File: config.mk
export PLATFORM = sky130hd
export DESIGN_NAME = timer_sequencer
export DESIGN_NICKNAME = d
export VERILOG_FILES = /design/src/rtl/timer_sequencer.sv
export SDC_FILE = /design/constraint.sdc
export NUM_CORES = 1
export LEC_CHECK = 0
export BUFFER_PORTS_ARGS = -buffer_cell sky130_fd_sc_hd__buf_2
export CAP_MARGIN = 20
export CORE_ASPECT_RATIO = 0.6
export CORE_MARGIN = 2
export CORE_UTILIZATION = 61
export DETAILED_ROUTE_END_ITERATION = 12
export PLACE_DENSITY = 0.9
export SYNTH_ARGS = -nofsm -noshare
export SYNTH_HDL_FRONTEND = slang
export SYNTH_SLANG_ARGS = --single-unit
File: constraint.sdc
create_clock -name clk_i -period 6.48 [get_ports clk_i]
set_clock_uncertainty 0.15 [all_clocks]
set_input_delay 0 -clock clk_i [delete_from_list [all_inputs] [get_ports clk_i]]
set_output_delay 0 -clock clk_i [all_outputs]
set_load 0.005 [all_outputs]
File: src/rtl/timer_sequencer.sv
// Queues timer requests and sequences them one at a time through a downstream countdown
// timer: arm it, wait for its expiry pulse, then hand an event to the consumer.
module timer_sequencer #(
  parameter int unsigned ISIZE = 16,
  parameter int unsigned IDW   = 4,
  parameter int unsigned DEPTH = 4
) (
  input  logic                     clk_i,
  input  logic                     reset_i,
  input  logic                     req_valid_i,
  output logic                     req_ready_o,
  input  logic [ISIZE-1:0]         req_period_i,
  input  logic [IDW-1:0]           req_id_i,
  input  logic                     req_repeat_i,
  input  logic                     cancel_i,
  output logic [ISIZE-1:0]         cb_countdown_o,
  output logic                     cb_reset_o,
  input  logic                     cb_callback_i,
  output logic                     evt_valid_o,
  input  logic                     evt_ready_i,
  output logic [IDW-1:0]           evt_id_o,
  output logic                     busy_o,
  output logic [$clog2(DEPTH):0]   fifo_count_o
);

  localparam int unsigned AW = $clog2(DEPTH);
  localparam logic [AW:0]   CntOne  = (AW + 1)'(1);
  localparam logic [AW:0]   CntFull = (AW + 1)'(DEPTH);
  localparam logic [AW-1:0] PtrOne  = AW'(1);

  typedef enum logic [1:0] {StIdle, StArm, StWait, StNotify} state_e;

  logic [ISIZE-1:0] per_mem [DEPTH];
  logic [IDW-1:0]   id_mem  [DEPTH];
  logic             rpt_mem [DEPTH];

  logic [AW-1:0] wr_ptr_q, rd_ptr_q;
  logic [AW:0]   count_q, count_d;
  logic          full, empty, push, pop;

  state_e           state_q;
  logic             cb_reset_q;
  logic [ISIZE-1:0] cb_countdown_q;
  logic             evt_valid_q;
  logic [IDW-1:0]   evt_id_q;
  logic [IDW-1:0]   act_id_q;
  logic             act_rpt_q;
  logic             cb_prev_q;
  logic             cb_rise;

  assign full  = (count_q == CntFull);
  assign empty = (count_q == '0);
  assign push  = req_valid_i && !full;
  // The head is only consumed when the sequencer is idle, i.e. one timer active at a time.
  assign pop   = (state_q == StIdle) && !empty;
  assign cb_rise = cb_callback_i && !cb_prev_q;

  always_comb begin
    count_d = count_q;
    if (push && !pop) begin
      count_d = count_q + CntOne;
    end else if (pop && !push) begin
      count_d = count_q - CntOne;
    end
  end

  always_ff @(posedge clk_i) begin
    if (push) begin
      per_mem[wr_ptr_q] <= req_period_i;
      id_mem[wr_ptr_q]  <= req_id_i;
      rpt_mem[wr_ptr_q] <= req_repeat_i;
    end
  end

  always_ff @(posedge clk_i) begin
    if (reset_i) begin
      wr_ptr_q <= '0;
      rd_ptr_q <= '0;
      count_q  <= '0;
    end else begin
      if (push) wr_ptr_q <= wr_ptr_q + PtrOne;
      if (pop)  rd_ptr_q <= rd_ptr_q + PtrOne;
      count_q <= count_d;
    end
  end

  always_ff @(posedge clk_i) begin
    if (reset_i) begin
      state_q        <= StIdle;
      cb_reset_q     <= 1'b0;
      cb_countdown_q <= '0;
      evt_valid_q    <= 1'b0;
      evt_id_q       <= '0;
      act_id_q       <= '0;
      act_rpt_q      <= 1'b0;
      cb_prev_q      <= 1'b0;
    end else begin
      cb_prev_q <= cb_callback_i;
      unique case (state_q)
        StIdle: begin
          if (!empty) begin
            // cb_countdown_q doubles as the active period, reused on periodic reload.
            cb_countdown_q <= per_mem[rd_ptr_q];
            act_id_q       <= id_mem[rd_ptr_q];
            act_rpt_q      <= rpt_mem[rd_ptr_q];
            cb_reset_q     <= 1'b1;
            state_q        <= StArm;
          end
        end
        StArm: begin
          cb_reset_q <= 1'b0;
          state_q    <= cancel_i ? StIdle : StWait;
        end
        StWait: begin
          if (cancel_i) begin
            state_q <= StIdle;
          end else if (cb_rise) begin
            evt_valid_q <= 1'b1;
            evt_id_q    <= act_id_q;
            state_q     <= StNotify;
          end
        end
        StNotify: begin
          if (evt_ready_i) begin
            evt_valid_q <= 1'b0;
            if (act_rpt_q && !cancel_i) begin
              cb_reset_q <= 1'b1;
              state_q    <= StArm;
            end else begin
              state_q <= StIdle;
            end
          end else if (cancel_i) begin
            evt_valid_q <= 1'b0;
            state_q     <= StIdle;
          end
        end
        default: state_q <= StIdle;
      endcase
    end
  end

  assign req_ready_o    = !full;
  assign fifo_count_o   = count_q;
  assign cb_reset_o     = cb_reset_q;
  assign cb_countdown_o = cb_countdown_q;
  assign evt_valid_o    = evt_valid_q;
  assign evt_id_o       = evt_id_q;
  assign busy_o         = (state_q != StIdle);

endmodule

Word level (Yosys, flattened, before mapping)
Memory sizes are Yosys's and may differ from the RTL's. A register that Yosys moved wholly into a read port is not among the register bits. Cells that the tools add are included.

Register bits: 16. RAM bits: 84. Input port bits: 27. Output and inout bits: 27. Memories kept: 3.

Memories: per_mem (words 4, bits a word 16, read ports 1, clocked after memory_dff 1, write ports 1, line 33) `logic [ISIZE-1:0] per_mem [DEPTH];`; id_mem (words 4, bits a word 4, read ports 1, clocked after memory_dff 1, write ports 1, line 34) `logic [IDW-1:0] id_mem [DEPTH];`; rpt_mem (words 4, bits a word 1, read ports 1, clocked after memory_dff 1, write ports 1, line 35) `logic rpt_mem [DEPTH];`.

$add $sub $neg: 4. Equal/unequal tests: 11. Muxes and demuxes: 21. Bitwise gates (word level): 2. Reductions and logical operators: 23.

Operators with widths (count): $mux W2 (6); $mux W1 (10); $ne A2 B2 Y1 const B (5); $pmux W2 S4 (1); $reduce_and A4 Y1 (2); $logic_and A1 B1 Y1 (6); $logic_not A1 Y1 (6); $mux W3 (2); $ne A3 B3 Y1 const B (2); $reduce_and A3 Y1 (2); $reduce_bool A2 Y1 (3); $add A2 B1 Y2 const B (2); $eq A2 B2 Y1 const B (2); $add A3 B1 Y3 const B (1); $eq A3 B3 Y1 const B (1); $logic_not A3 Y1 (1); $pmux W1 S3 (1); $reduce_bool A3 Y1 (1); $sub A3 B1 Y3 const B (1); $eq A2 B1 Y1 const B (1); $logic_not A2 Y1 (1); $not A1 Y1 (2); $pmux W1 S2 (1); $reduce_and A2 Y1 (1).

Depth between registers and ports, before layout
Depth in word-level cells: 7. Mapped depth: 8.

Worst setup path before layout
No wires, ideal clock.

Path kind: reg2reg. Start: reg count_q[0], in the netlist fifo_count_o[0]. End: reg count_q[2], in the netlist fifo_count_o[2]. Setup time: 0.071 ns. Data arrival time: 2.009 ns. Data required time: 6.259 ns. Path slack: 4.250 ns. Stages on the path, launching flop included: 9. Path buffers: 0. Period minus slack after synthesis: 2.230 ns. Cell sequence: dfxtp_1 or3_4 nand2_1 ha_1 inv_1 fa_1 xor2_1 or3_1 a21oi_1.

Word-level cells in the longest chain between the ends: 6.

Ends and longest elaborated chain: start: declaration (line 38) `logic [AW:0] count_q, count_d;`; start signal: assignment (line 83) `count_q <= count_d;`; parallel branches: the longest is 6 deep, another holds $sub A3 B1 Y3.

Parallel ways; which one is timed is not known. The select of a mux whose other input is x is not followed. A chain may end at the register's enable or synchronous reset.

Final worst setup path
Same ends and word-level chain as after synthesis.

==> impl_metrics.ini <==
[status]
outcome = finished, final reports clean

[synth]
yosys_warnings = 0
synth_fp_nets = 285
seq_area_frac_synth_pct = 71.6
syn-mean-instance-area_um2 = 18.1
synthCells = 252
ys_seq_elements = 121
synth.cell_area_mm2 = 0.00456
ys_types = 42

[clocking]
cts_buffer_depth = 2
htreeDepth = 4
cts.clk_slew.worst_paths_ns = 0.05
hold_buffers = 29
numCtsBuffers = 17
clock-root-buffer = clkbuf_16
clock_sinks = 121
cts_tree = yes
post-cts-setup-buffers = 0
clk_latency_ns = 0.41
ctsResizeCount = 0

[pwr]
intPower_mw = 1.80
ir_worst_vdd_mv = 0.351
netSwitchingFraction_pct = 27.4
pwr-share-seq_pct = 42.4
p_per_area_mw_per_mm2 = 426
p_sw_mw = 0.677
p_comb_share_pct = 21.8
clkPwrFrac_pct = 35.8
power_leakage_nw = 2.15

[sta]
worstMarginPinSlew_ns = 1.04
finalCritPeriodShare_pct = 37.1
final_hold_viol_count = 0
rsz0062_at_grt = no
max_freq_ghz = 0.416
slew_headroom_pct = 30.3
finalSetupViolCount = 0
slew_violations = 0
period_needed_ns = 2.40
fin_setup_tns_ns = 0
hold_ws_ns = 0.188

[placement]
gp_congestion = 0.759
port_buffers = 53
dp_hpwl_mm = 5.01
place_area_mm2 = 0.00487

[drt]
wirelength_mm = 9.10
firstDrtPassIters = 6
wl_per_cell_um = 19.6
viasPerCell = 5.68
antenna_left = 0
drc_errors = 0
detail_route.iter0.violations = 239
routed-via-count = 2639

[worst_setup_path]
crit_path_end_kind = register
critPathSlowestCell = or3_4
slowest_delay_ns = 0.43
rrSetupSlack_ns = 4.08
worstSetupStartpointType = register
worst_r2r_endpoint = fifo_count_o[2]
path_cells = or3_4 > nand2_1 > ha_1 > inv_1 > fa_1 > xor2_1 > or3_1 > a21oi_1
crit-reg2reg-launch = fifo_count_o[0]
cp_max_fo = 6
arrival_ns = 2.59
worstPathRequired_ns = 6.67
rr_worst_depth = 8
timing_worst_setup_path_type = register to register
critPathLaunch = fifo_count_o[0]
path_buf_inv = 1
crit_family = simple AND/OR/NAND/NOR gates

[global_route]
grt_max_degree = 24
grt_pass1_wl_mm = 14.5
use_met2_pct = 38.4
grt_pass1_vias = 2743
busiest_layer = met2
grt_overflow = 0
grt_use_total_pct = 24.9
use_met3_pct = 8.91
antenna_found_initial = 0
grt_use_met1_pct = 33.4

[die]
num_io_pins = 54
dieHeight_um = 70.9
coreArea_mm2 = 0.00724
num_rows = 24
start_util_pct = 62.9
fp.dieArea_mm2 = 0.00820
fp.dieW_um = 116

[hold_path]
worstHoldEndpoint = per_mem[1][3]
min_path_cells = 2
hp-start = req_period_i[3]
hold_path.class = input pin to register

[flow_run]
maxCapViolations = 0

[finish]
drive_gt1_share_pct = 30.2
n_fill_cell = 379
final_common_cell = edfxtp_1
area_growth_pct = 27.4
multi_input_area_mm2 = 0.00116
stdcell_area_mm2 = 0.00580
fin_nets = 381
final_cell_mix = edfxtp_1, buf_2, dfxtp_1
diodes = 0
regArea_mm2 = 0.00326
post-route-util_pct = 80.2
cell families after synthesis:
kind of cell / after synthesis / synth area share, %
flops: 121 / 71.6
simple gates: 33 / 4.50
fa+ha+maj: 6 / 1.81
compound gates: 48 / 7.66
xor+xnor: 2 / 0.385
buf+inv: 19 / 2.83
mux: 23 / 11.2
through the flow:
| stage | worst slack, ns | power, mW | instances |
|---|---|---|---|
| after detailed placement | 4.07 | 1.57 | 400 |
| after global routing | 3.99 | 2.59 | 465 |
| after floorplan | 4.25 | 1.43 | 252 |
| after CTS | 4.07 | 2.48 | 461 |
| final | 4.08 | 2.47 | 465 |
| after global placement | 4.21 | 1.55 | 400 |
layer usage:
layer	vias to the layer above	share of wire (%)
li1	1211	-
met1	1323	44
met2	95	49
met3	10	5.8
met4	0	1.2
met5	-	0
synth_stat cells, drive strengths merged:
cell type	instances	share of area (%)
edfxtp	84	55
dfxtp	37	16
a22o	21	4.0
mux4	21	11
a21oi	10	1.3
o21ai	10	1.1
inv	8	0.66
buf	7	1.8
nand3	7	0.77
nor2	6	0.66
and3	5	0.69
ha	5	1.4
clkbuf	4	0.33
nor2b	3	0.41
or3	3	0.52
a31oi	2	0.27
nor3	2	0.33
nor3b	2	0.44
xor2	2	0.38
a2111o	1	0.25
a211oi	1	0.16
a22oi	1	0.16
fa	1	0.44
mux2	1	0.25
mux2i	1	0.22
nand2	1	0.082
nand2b	1	0.14
nand4	1	0.14
nor4	1	0.14
o211ai	1	0.16
o31ai	1	0.16
or3b	1	0.19
flip-flops by register name, indices dropped and copies added, names as in the netlist, 2 cells and up:
| name | flops |
|---|---|
| fifo_count_o | 3 |
| rpt_mem | 4 |
| act_id_q | 4 |
| id_mem | 16 |
| evt_id_o | 4 |
| cb_countdown_o | 16 |
| rd_ptr_q | 2 |
| state_q | 2 |
| wr_ptr_q | 2 |
| per_mem | 64 |
power groups by stage:
stage | clock network, mW | logic, mW | registers (mW)
2_1_floorplan | 0 | 0.404 | 1.03
3_3_place_gp | 0 | 0.488 | 1.06
3_5_place_dp | 0 | 0.502 | 1.06
4_1_cts | 0.898 | 0.528 | 1.05
5_1_grt | 0.934 | 0.585 | 1.07
6_report | 0.886 | 0.539 | 1.05
how the worst max path moves through the flow:
stage | slack, ns | end | depth (start not counted)
after global placement | 4.21 | fifo_count_o[2] | 8
after detailed placement | 4.07 | fifo_count_o[2] | 8
after CTS | 4.07 | fifo_count_o[2] | 8
after floorplan | 4.25 | fifo_count_o[2] | 8
after global routing | 3.99 | fifo_count_o[2] | 8
final | 4.08 | fifo_count_o[2] | 8
final cells by class:
| class | count | area share, % |
|---|---|---|
| Tap cell | 104 | 2.24 |
| Sequential cell | 121 | 56.2 |
| Multi-Input combinational cell | 112 | 20.1 |
| Inverter | 8 | 0.517 |
| Clock buffer | 18 | 7.40 |
| Clock inverter | 14 | 2.26 |
| Timing Repair Buffer | 88 | 11.3 |
Power figures use the tool's default switching activity.
